$ cat config.mk
export PLATFORM = sky130hd
export DESIGN_NAME = fifo_rd_packer
export DESIGN_NICKNAME = d
export VERILOG_FILES = /design/src/rtl/fifo_rd_packer.sv
export SDC_FILE = /design/constraint.sdc
export NUM_CORES = 1
export LEC_CHECK = 0
export CAP_MARGIN = 5
export CORE_ASPECT_RATIO = 0.75
export CORE_MARGIN = 3
export CORE_UTILIZATION = 60
export CTS_BUF_LIST = sky130_fd_sc_hd__clkbuf_4 sky130_fd_sc_hd__clkbuf_8
export CTS_CLUSTER_SIZE = 30
export DETAILED_ROUTE_END_ITERATION = 8
export HOLD_SLACK_MARGIN = 0.08
export PLACE_DENSITY = 0.86
export SYNTH_ARGS = -nofsm -noshare
export SYNTH_HDL_FRONTEND = slang
export SYNTH_SLANG_ARGS = --single-unit
$ cat constraint.sdc
create_clock -name RClk -period 6 [get_ports RClk]
set_input_delay 1.5 -clock RClk [delete_from_list [all_inputs] [get_ports RClk]]
set_output_delay 1.5 -clock RClk [all_outputs]
set_load 0.02 [all_outputs]
$ cat src/rtl/fifo_rd_packer.sv
// Purpose: pops entries from the async FIFO read port and packs PACK_RATIO lanes into one wide word.
// Latency: rd_en in cycle N lands at the end of N+1; a full word is valid PACK_RATIO+1 cycles after its first read.
// Backpressure: out_valid/out_ready; one extra word is held in the pack register, then reads stop.
//
// Ports:
//   RClk, PresetFull            read clock, async active-high reset
//   fifo_empty/fifo_rd_en       FIFO read handshake (rd_en combinational)
//   fifo_data                   FIFO entry, valid the cycle after rd_en
//   flush                       pulse: emit a partial word with lane keep mask
//   out_data/out_keep/out_valid packed word stream, lane 0 = oldest entry
//   out_ready                   downstream accept
//   word_count                  words accepted downstream (wraps)
//   busy                        pack non-empty, read in flight or flush pending
module fifo_rd_packer #(
  parameter int DATA_WIDTH = 8,
  parameter int PACK_RATIO = 4,
  parameter int CNT_WIDTH  = 16
) (
  input  logic                             RClk,
  input  logic                             PresetFull,
  input  logic                             fifo_empty,
  output logic                             fifo_rd_en,
  input  logic [DATA_WIDTH-1:0]            fifo_data,
  input  logic                             flush,
  output logic [DATA_WIDTH*PACK_RATIO-1:0] out_data,
  output logic [PACK_RATIO-1:0]            out_keep,
  output logic                             out_valid,
  input  logic                             out_ready,
  output logic [CNT_WIDTH-1:0]             word_count,
  output logic                             busy
);

  localparam int WW = DATA_WIDTH * PACK_RATIO;
  localparam int FW = $clog2(PACK_RATIO + 1);

  localparam logic [FW-1:0]        FILL_ONE  = FW'(1);
  localparam logic [FW-1:0]        FILL_FULL = FW'(PACK_RATIO);
  localparam logic [FW:0]          PEND_FULL = (FW+1)'(PACK_RATIO);
  localparam logic [FW:0]          PEND_LAST = (FW+1)'(PACK_RATIO - 1);
  localparam logic [CNT_WIDTH-1:0] CNT_ONE   = CNT_WIDTH'(1);

  typedef enum logic [1:0] {S_FILL, S_LAST, S_HOLD} state_e;

  state_e                 state_q, state_d;
  logic [FW-1:0]          fill_q, fill_d;
  logic                   inflight_q, inflight_d;
  logic                   flush_pend_q, flush_pend_d;
  logic [WW-1:0]          pack_q, pack_d;
  logic [WW-1:0]          out_data_q, out_data_d;
  logic [PACK_RATIO-1:0]  out_keep_q, out_keep_d;
  logic                   out_valid_q, out_valid_d;
  logic [CNT_WIDTH-1:0]   word_count_q, word_count_d;

  logic                   out_free;
  logic                   accept;
  logic [FW:0]            pending;

  // Output register can take a new word this cycle (empty or draining now).
  assign out_free = !out_valid_q || out_ready;
  assign accept   = out_valid_q && out_ready;
  // Lanes already landed plus the one on its way back from the FIFO.
  assign pending  = {1'b0, fill_q} + {{FW{1'b0}}, inflight_q};

  always_comb begin
    fifo_rd_en = 1'b0;
    if (!PresetFull && !fifo_empty && !flush_pend_q) begin
      case (state_q)
        S_FILL:  fifo_rd_en = (pending < PEND_FULL);
        // Overlapping read for the next word only when the current word is
        // guaranteed to leave the pack register as its last lane lands.
        S_LAST:  fifo_rd_en = out_free;
        default: fifo_rd_en = 1'b0;
      endcase
    end
  end

  always_comb begin
    state_d      = state_q;
    fill_d       = fill_q;
    inflight_d   = fifo_rd_en;
    flush_pend_d = flush_pend_q || flush;
    pack_d       = pack_q;
    out_data_d   = out_data_q;
    out_keep_d   = out_keep_q;
    out_valid_d  = out_valid_q && !out_ready;
    word_count_d = accept ? (word_count_q + CNT_ONE) : word_count_q;

    // Returning entry lands in lane fill_q; harmless when the same cycle
    // transfers the pack, since fill restarts at lane 0.
    if (inflight_q) begin
      for (int i = 0; i < PACK_RATIO; i++) begin
        if (fill_q == FW'(i)) pack_d[i*DATA_WIDTH +: DATA_WIDTH] = fifo_data;
      end
    end

    case (state_q)
      S_FILL: begin
        if (inflight_q) fill_d = fill_q + FILL_ONE;
        if (fifo_rd_en && (pending == PEND_LAST)) state_d = S_LAST;
        // Flush waits for any in-flight lane so it is included in the word.
        if (flush_pend_q && !inflight_q) begin
          if (fill_q == '0) begin
            flush_pend_d = 1'b0;
          end else if (out_free) begin
            for (int i = 0; i < PACK_RATIO; i++) begin
              if (FW'(i) < fill_q) begin
                out_data_d[i*DATA_WIDTH +: DATA_WIDTH] = pack_q[i*DATA_WIDTH +: DATA_WIDTH];
                out_keep_d[i] = 1'b1;
              end else begin
                out_data_d[i*DATA_WIDTH +: DATA_WIDTH] = '0;
                out_keep_d[i] = 1'b0;
              end
            end
            out_valid_d  = 1'b1;
            fill_d       = '0;
            flush_pend_d = 1'b0;
          end
        end
      end
      S_LAST: begin
        // The final lane is landing now; forward it straight into the word.
        if (out_free) begin
          out_data_d   = {fifo_data, pack_q[WW-DATA_WIDTH-1:0]};
          out_keep_d   = '1;
          out_valid_d  = 1'b1;
          fill_d       = '0;
          flush_pend_d = 1'b0;
          state_d      = S_FILL;
        end else begin
          fill_d  = FILL_FULL;
          state_d = S_HOLD;
        end
      end
      S_HOLD: begin
        if (out_free) begin
          out_data_d   = pack_q;
          out_keep_d   = '1;
          out_valid_d  = 1'b1;
          fill_d       = '0;
          flush_pend_d = 1'b0;
          state_d      = S_FILL;
        end
      end
      default: state_d = S_FILL;
    endcase
  end

  always_ff @(posedge RClk or posedge PresetFull) begin
    if (PresetFull) begin
      state_q      <= S_FILL;
      fill_q       <= '0;
      inflight_q   <= 1'b0;
      flush_pend_q <= 1'b0;
      pack_q       <= '0;
      out_data_q   <= '0;
      out_keep_q   <= '0;
      out_valid_q  <= 1'b0;
      word_count_q <= '0;
    end else begin
      state_q      <= state_d;
      fill_q       <= fill_d;
      inflight_q   <= inflight_d;
      flush_pend_q <= flush_pend_d;
      pack_q       <= pack_d;
      out_data_q   <= out_data_d;
      out_keep_q   <= out_keep_d;
      out_valid_q  <= out_valid_d;
      word_count_q <= word_count_d;
    end
  end

  assign out_data   = out_data_q;
  assign out_keep   = out_keep_q;
  assign out_valid  = out_valid_q;
  assign word_count = word_count_q;
  assign busy       = (fill_q != '0) || inflight_q || flush_pend_q;

endmodule

==> results.yml, run 1 <==
outcome:
  status: "finished, final reports clean"
worst_setup_path:
  endpoint_kind: "output pin"
  worst_r2r_startpoint: "state_q[0]"
  critical_path_buf_inv_count: 2
  start_kind: "input port"
  critPathKind: "in2out"
  slowest_stage: "clkdlybuf4s50_1"
  crit_fanout: 7
  r2r_setup_slack_ns: 3.30
  ff2ff_path_depth: 7
  r2r_end: "out_data[29]"
  cp_common_cell: "clkdlybuf4s50_1"
  crit_arrival_ns: 3.11
  cp_num_cells: 5
  cp_top_family: "buffers and inverters"
  worstPathRequired_ns: 4.50
  crit_path_max_incr_delay_ns: 0.62
  cp_cell_sequence: "clkdlybuf4s50_1 > nand2b_4 > a2bb2oi_1 > nor2b_1 > clkdlybuf4s50_1"
placed_design:
  dp_hpwl_um: 6110
  portBuffers: 67
  placedInstanceArea_um2: 4940
  place.gp.congestion: 0.837
routing:
  routed_wl_um: 8770
  first_pass_iters: 4
  drcViolationCount: 0
  via_per_inst: 5.62
  vias: 2837
  ant_nets: 0
  drtIter0Drc: 105
  wl_per_cell_um: 17.4
synthesis:
  yosysTopAreaCellShare: 0.546
  async_flop_share: 1.00
  synth_commonest_cells: "dfrtp_1 (92), mux2_2 (38), nand2_1 (38)"
  syn_area_um2: 4220
  yosysSeqAreaShare: 0.546
  synth-edff-count: 0
  syn_avg_cell_area_um2: 12.1
  syn_inst: 348
  ys_top_cells_by_area: "dfrtp_1 (55%), mux2_2 (10%), mux2i_1 (5.9%)"
  syn-num-nets: 371
  synth_warnings: 0
  ys_types: 53
  ys.flop_type: "dfrtp_1"
  synth_top_area_cell: "dfrtp_1"
  post-synth-top-count-cell: "dfrtp_1"
  ys_ff_latch: 92
clock_tree:
  htreeDepth: 3
  hold_buffers: 0
  cts_tree: "built"
  path_clk_slew_ns: 0.08
  clock-sinks: 92
  cts-buffers-inserted: 9
  cts_buffer_depth: 2
  postCtsSetupBuffers: 0
  clock_latency_ns: 0.37
  clk_root_buffer_cell: "clkbuf_8"
  cts_resized: 0
grt:
  grt_pass1_vias: 2975
  grt.total_usage: 0.240
  grt_pass1_wl_um: 14700
  grt.met2_usage: 0.385
  grt_use_met1: 0.319
  overflow: 0
  busiest_layer: "met2"
  use_met3: 0.0657
  grt_max_degree: 67
  antenna_found_initial: 0
pwr:
  total_power_w: 0.00263
  p_leak_nw: 2.28
  peakVddDrop_v: 0.000436
  cellPowerDensity_nw_per_um2: 511
floorplan:
  io_pins: 68
  die_w_um: 103
  row_count: 25
  core_area_um2: 6540
  die_area_um2: 8080
  start_util: 0.645
  die_h_um: 78.6
timing:
  hold_viol: 0
  min_period_ns: 4.61
  fmax_ghz: 0.217
  setup_viol: 0
  clock-skew-final_ns: 0.00722
  tightestPinTransition_ns: 1.09
  slew_viol_final: 0
  slew_headroom: 0.270
  setup_tns_ns: 0
  post-route-period-util: 0.768
  rsz0062_at_grt: "false"
finish:
  drive_gt1_frac: 0.172
  fin_nets: 442
  design_area_um2: 5160
  syn_to_final_growth_pct: 22.4
  fill_cells: 422
  antenna_cells: 0
min_path:
  hp-class: "reg2reg"
  min_from: "word_count[15]"
  hold_path_end: "word_count[15]"
  holdPathStages: 1
run:
  maxCapViolations: 0
-- cells in the final DEF (no fill, tap or decap), types with 2 or more instances in the layout --
cell type / n
dfrtp_1: 92
clkdlybuf4s50_1: 67
nand2_1: 38
mux2_2: 38
inv_1: 31
mux2i_1: 25
xnor2_1: 12
nand3_1: 11
nor2_1: 10
ha_1: 10
clkbuf_8: 10
a22o_1: 8
mux2_4: 6
nand4_1: 4
a21oi_1: 4
xor2_1: 3
and3_1: 3
nor2b_1: 3
o21ai_0: 3
and2_1: 2
a22oi_1: 2
o22ai_1: 2
nor3_1: 2
or3_1: 2
a2bb2oi_1: 2
a21boi_1: 2
inv_8: 2
inv_6: 2
buf_4: 2
-- worst max-delay path by stage --
stage,from,endpoint
final,out_ready,fifo_rd_en
after global routing,out_ready,fifo_rd_en
after CTS,out_ready,fifo_rd_en
after detailed placement,out_ready,fifo_rd_en
after global placement,out_ready,fifo_rd_en
after floorplan,PresetFull,fill_q[0]
-- area by class of cell --
type / count / area, um^2 / share of cell area
Clock buffer: 10 / 138 / 0.0267
Tap cell: 81 / 101 / 0.0196
Multi-Input combinational cell: 215 / 1730 / 0.336
Inverter: 32 / 121 / 0.0235
Clock inverter: 6 / 77.6 / 0.0150
Timing Repair Buffer: 69 / 686 / 0.133
Sequential cell: 92 / 2300 / 0.446
-- per-stage QoR --
step           instances  hold slack (ns)  setup slack, ns   util
6_report             505            0.471             1.39  0.789
5_1_grt              505            0.500             1.28  0.789
4_1_cts              505            0.479             1.39  0.789
3_5_place_dp         489            0.465             1.38  0.756
3_3_place_gp         489            0.460             1.40  0.756
2_1_floorplan        348            0.479             2.11      -
-- cell families after synthesis --
logic type,Yosys count,synth area share
xor gates and xnor gates,15,0.0312
AOI/OAI and AO/OA,36,0.0674
buffers and inverters,41,0.0427
and+or+nand+nor,85,0.101
DFF,92,0.546
adders and majority gates,10,0.0297
muxes,69,0.182
-- sequential cells by signal (all words and copies together) (netlist names) --
| signal | count |
|---|---|
| fill_q | 3 |
| pack_q | 32 |
| state_q | 2 |
| flush_pend_q | 1 |
| inflight_q | 1 |
| out_data | 32 |
| word_count | 16 |
| out_valid | 1 |
| out_keep | 4 |
-- where the power goes --
group	switching [W]	total, W	leakage [nW]	internal (W)
combinational	0.000631	0.00120	0.985	0.000564
sequential	0.000155	0.000994	1.19	0.000839
clock	0.000233	0.000446	0.107	0.000213
-- per-layer routing --
metal  wire (um)  part of all wire
met1        3920              0.45
met2        4220              0.48
met3         476             0.054
met4         152             0.017
met5           0                 0
Note: power is estimated with default switching activity, not from simulation.
==> run 2, diff against run 1 <==
Settings changed: CORE_UTILIZATION 60 to 55, PLACE_DENSITY 0.86 to 0.8.
Clock period 6 ns to 4.48 ns, I/O delays scaled along.
==> run 2 against run 1 <==
Final area increased by 0.95%. Flip-flop and latch count did not move. Critical path depth is the same. Power increased by 35%. Combinational power is 34% higher. Die area rose by 8.5%. Global-route usage shrank 1.9 points. Clock skew grew 0.0034 ns. Core utilization down 5.8 points. Clock power up 42%. Worst hold slack better by 0.0068 ns.
==> results.yml, run 2 (same netlist as run 1, synthesis figures left out) <==
outcome:
  status: "finished, final reports clean"
finish:
  fin_nets: 444
  drive_gt1_frac: 0.176
  design_area_um2: 5210
  antenna_cells: 0
  layout_commonest_cell: "dfrtp_1"
  layout_common_cells: "dfrtp_1 (92), clkdlybuf4s50_1 (67), nand2_1 (38), mux2_2 (38), inv_1 (31)"
  syn_to_final_growth_pct: 23.5
  fin_cells: 524
pwr:
  total_power_w: 0.00356
  power_frac_seq: 0.371
  cellPowerDensity_nw_per_um2: 684
  internal-power_w: 0.00222
  pwr-share-comb: 0.451
  p_leak_nw: 2.30
  swShare: 0.378
  clkPwrFrac: 0.178
  peakVddDrop_v: 0.000396
  p_sw_w: 0.00135
clock_tree:
  cts-buffers-inserted: 9
  postCtsSetupBuffers: 0
  htreeDepth: 3
  clock-sinks: 92
  cts_tree: "built"
  clk_root_buffer_cell: "clkbuf_8"
  cts_buffer_depth: 2
  clock_latency_ns: 0.36
  path_clk_slew_ns: 0.09
  cts_resized: 0
  hold_buffers: 0
routing:
  via_per_inst: 5.42
  first_pass_iters: 4
  ant_nets: 0
  routed_wl_um: 8800
  wl_per_cell_um: 16.8
  drcViolationCount: 0
  drtIter0Drc: 138
  vias: 2839
worst_setup_path:
  crit_arrival_ns: 2.75
  start_kind: "input port"
  endpoint_kind: "output pin"
  worstPathRequired_ns: 3.36
  crit_fanout: 7
  critPathKind: "in2out"
timing:
  tightestPinTransition_ns: 0.826
  hold_viol: 0
  finalWorstSetupSlack_ns: 0.606
  clock-skew-final_ns: 0.0106
  slew_viol_final: 0
  rsz0062_at_grt: "false"
  slew_headroom: 0.448
  setup_viol: 0
  min_period_ns: 3.87
  setup_tns_ns: 0
  post-route-period-util: 0.865
  fmax_ghz: 0.258
grt:
  grt_max_degree: 43
  grt_pass1_vias: 2987
  grt.total_usage: 0.221
  overflow: 0
  grt_pass1_wl_um: 15000
  antenna_found_initial: 0
floorplan:
  core_area_um2: 7120
  io_pins: 68
  die_h_um: 81.8
  row_count: 26
  start_util: 0.592
  die_w_um: 107
  die_area_um2: 8760
placed_design:
  dpl_worst_slack_ns: 0.626
  placed_cells: 508
  place.gp.congestion: 0.830
  portBuffers: 67
  dp_hpwl_um: 6140
  placedInstanceArea_um2: 4980
run:
  maxCapViolations: 0
min_path:
  hp-class: "reg2reg"
[run 2: cell count changes in the layout (fill, tap and decap cells not counted), sizes merged]
cell | before | now
buf | 2 | 4
inv | 35 | 33
bufinv | 1 | 2
clkinv | 1 | 2
[run 2: layout make-up]
cell class / count / area (um^2)
well taps: 98 / 123
clock buffers: 10 / 131
repair buffers: 71 / 701
inverters: 32 / 121
multi-input cells: 215 / 1730
fillers: 511 / 1920
clock inverters: 6 / 96.3
flip-flops and latches: 92 / 2300
[run 2: power by group through the flow]
stage               Clock [W]  Combinational (W)  Sequential [W]
detailed placement          0            0.00162         0.00134
global route         0.000681            0.00175         0.00137
finish               0.000634            0.00161         0.00132
global placement            0            0.00158         0.00132
floorplan                   0           0.000998         0.00143
CTS                  0.000645            0.00163         0.00132
[run 2: per-stage QoR]
stage                     hold slack, ns  utilization
after CTS                          0.482        0.731
final                              0.478        0.731
after global placement             0.462        0.699
after detailed placement           0.467        0.699
after floorplan                    0.479            -
after global routing               0.492        0.731
[run 2: worst paths after layout]
check,start,end,slack (ns),cells after the start
worst max-delay path,out_ready,fifo_rd_en,0.61,5
worst min-delay path,word_count[15],word_count[15],0.48,1
worst max register to register,state_q[0],out_data[10],2.00,7
worst min register to register,word_count[15],word_count[15],0.48,1
max in group asynchronous,PresetFull,out_data[3],2.47,3
min in group asynchronous,PresetFull,inflight_q,1.19,2
[run 2: layer usage]
layer	share of wire	track usage	up-vias
met2	0.48	0.365	71
met3	0.054	0.0621	9
met1	0.46	0.292	1418
li1	-	-	1341
met5	0	0	-
met4	0.0086	0.0562	0
[run 2: critical path, cell delays in order]
cell	delay [ns]
clkdlybuf4s50_1	0.57
nand2b_4	0.22
a2bb2oi_1	0.08
nor2b_1	0.15
clkdlybuf4s50_1	0.62
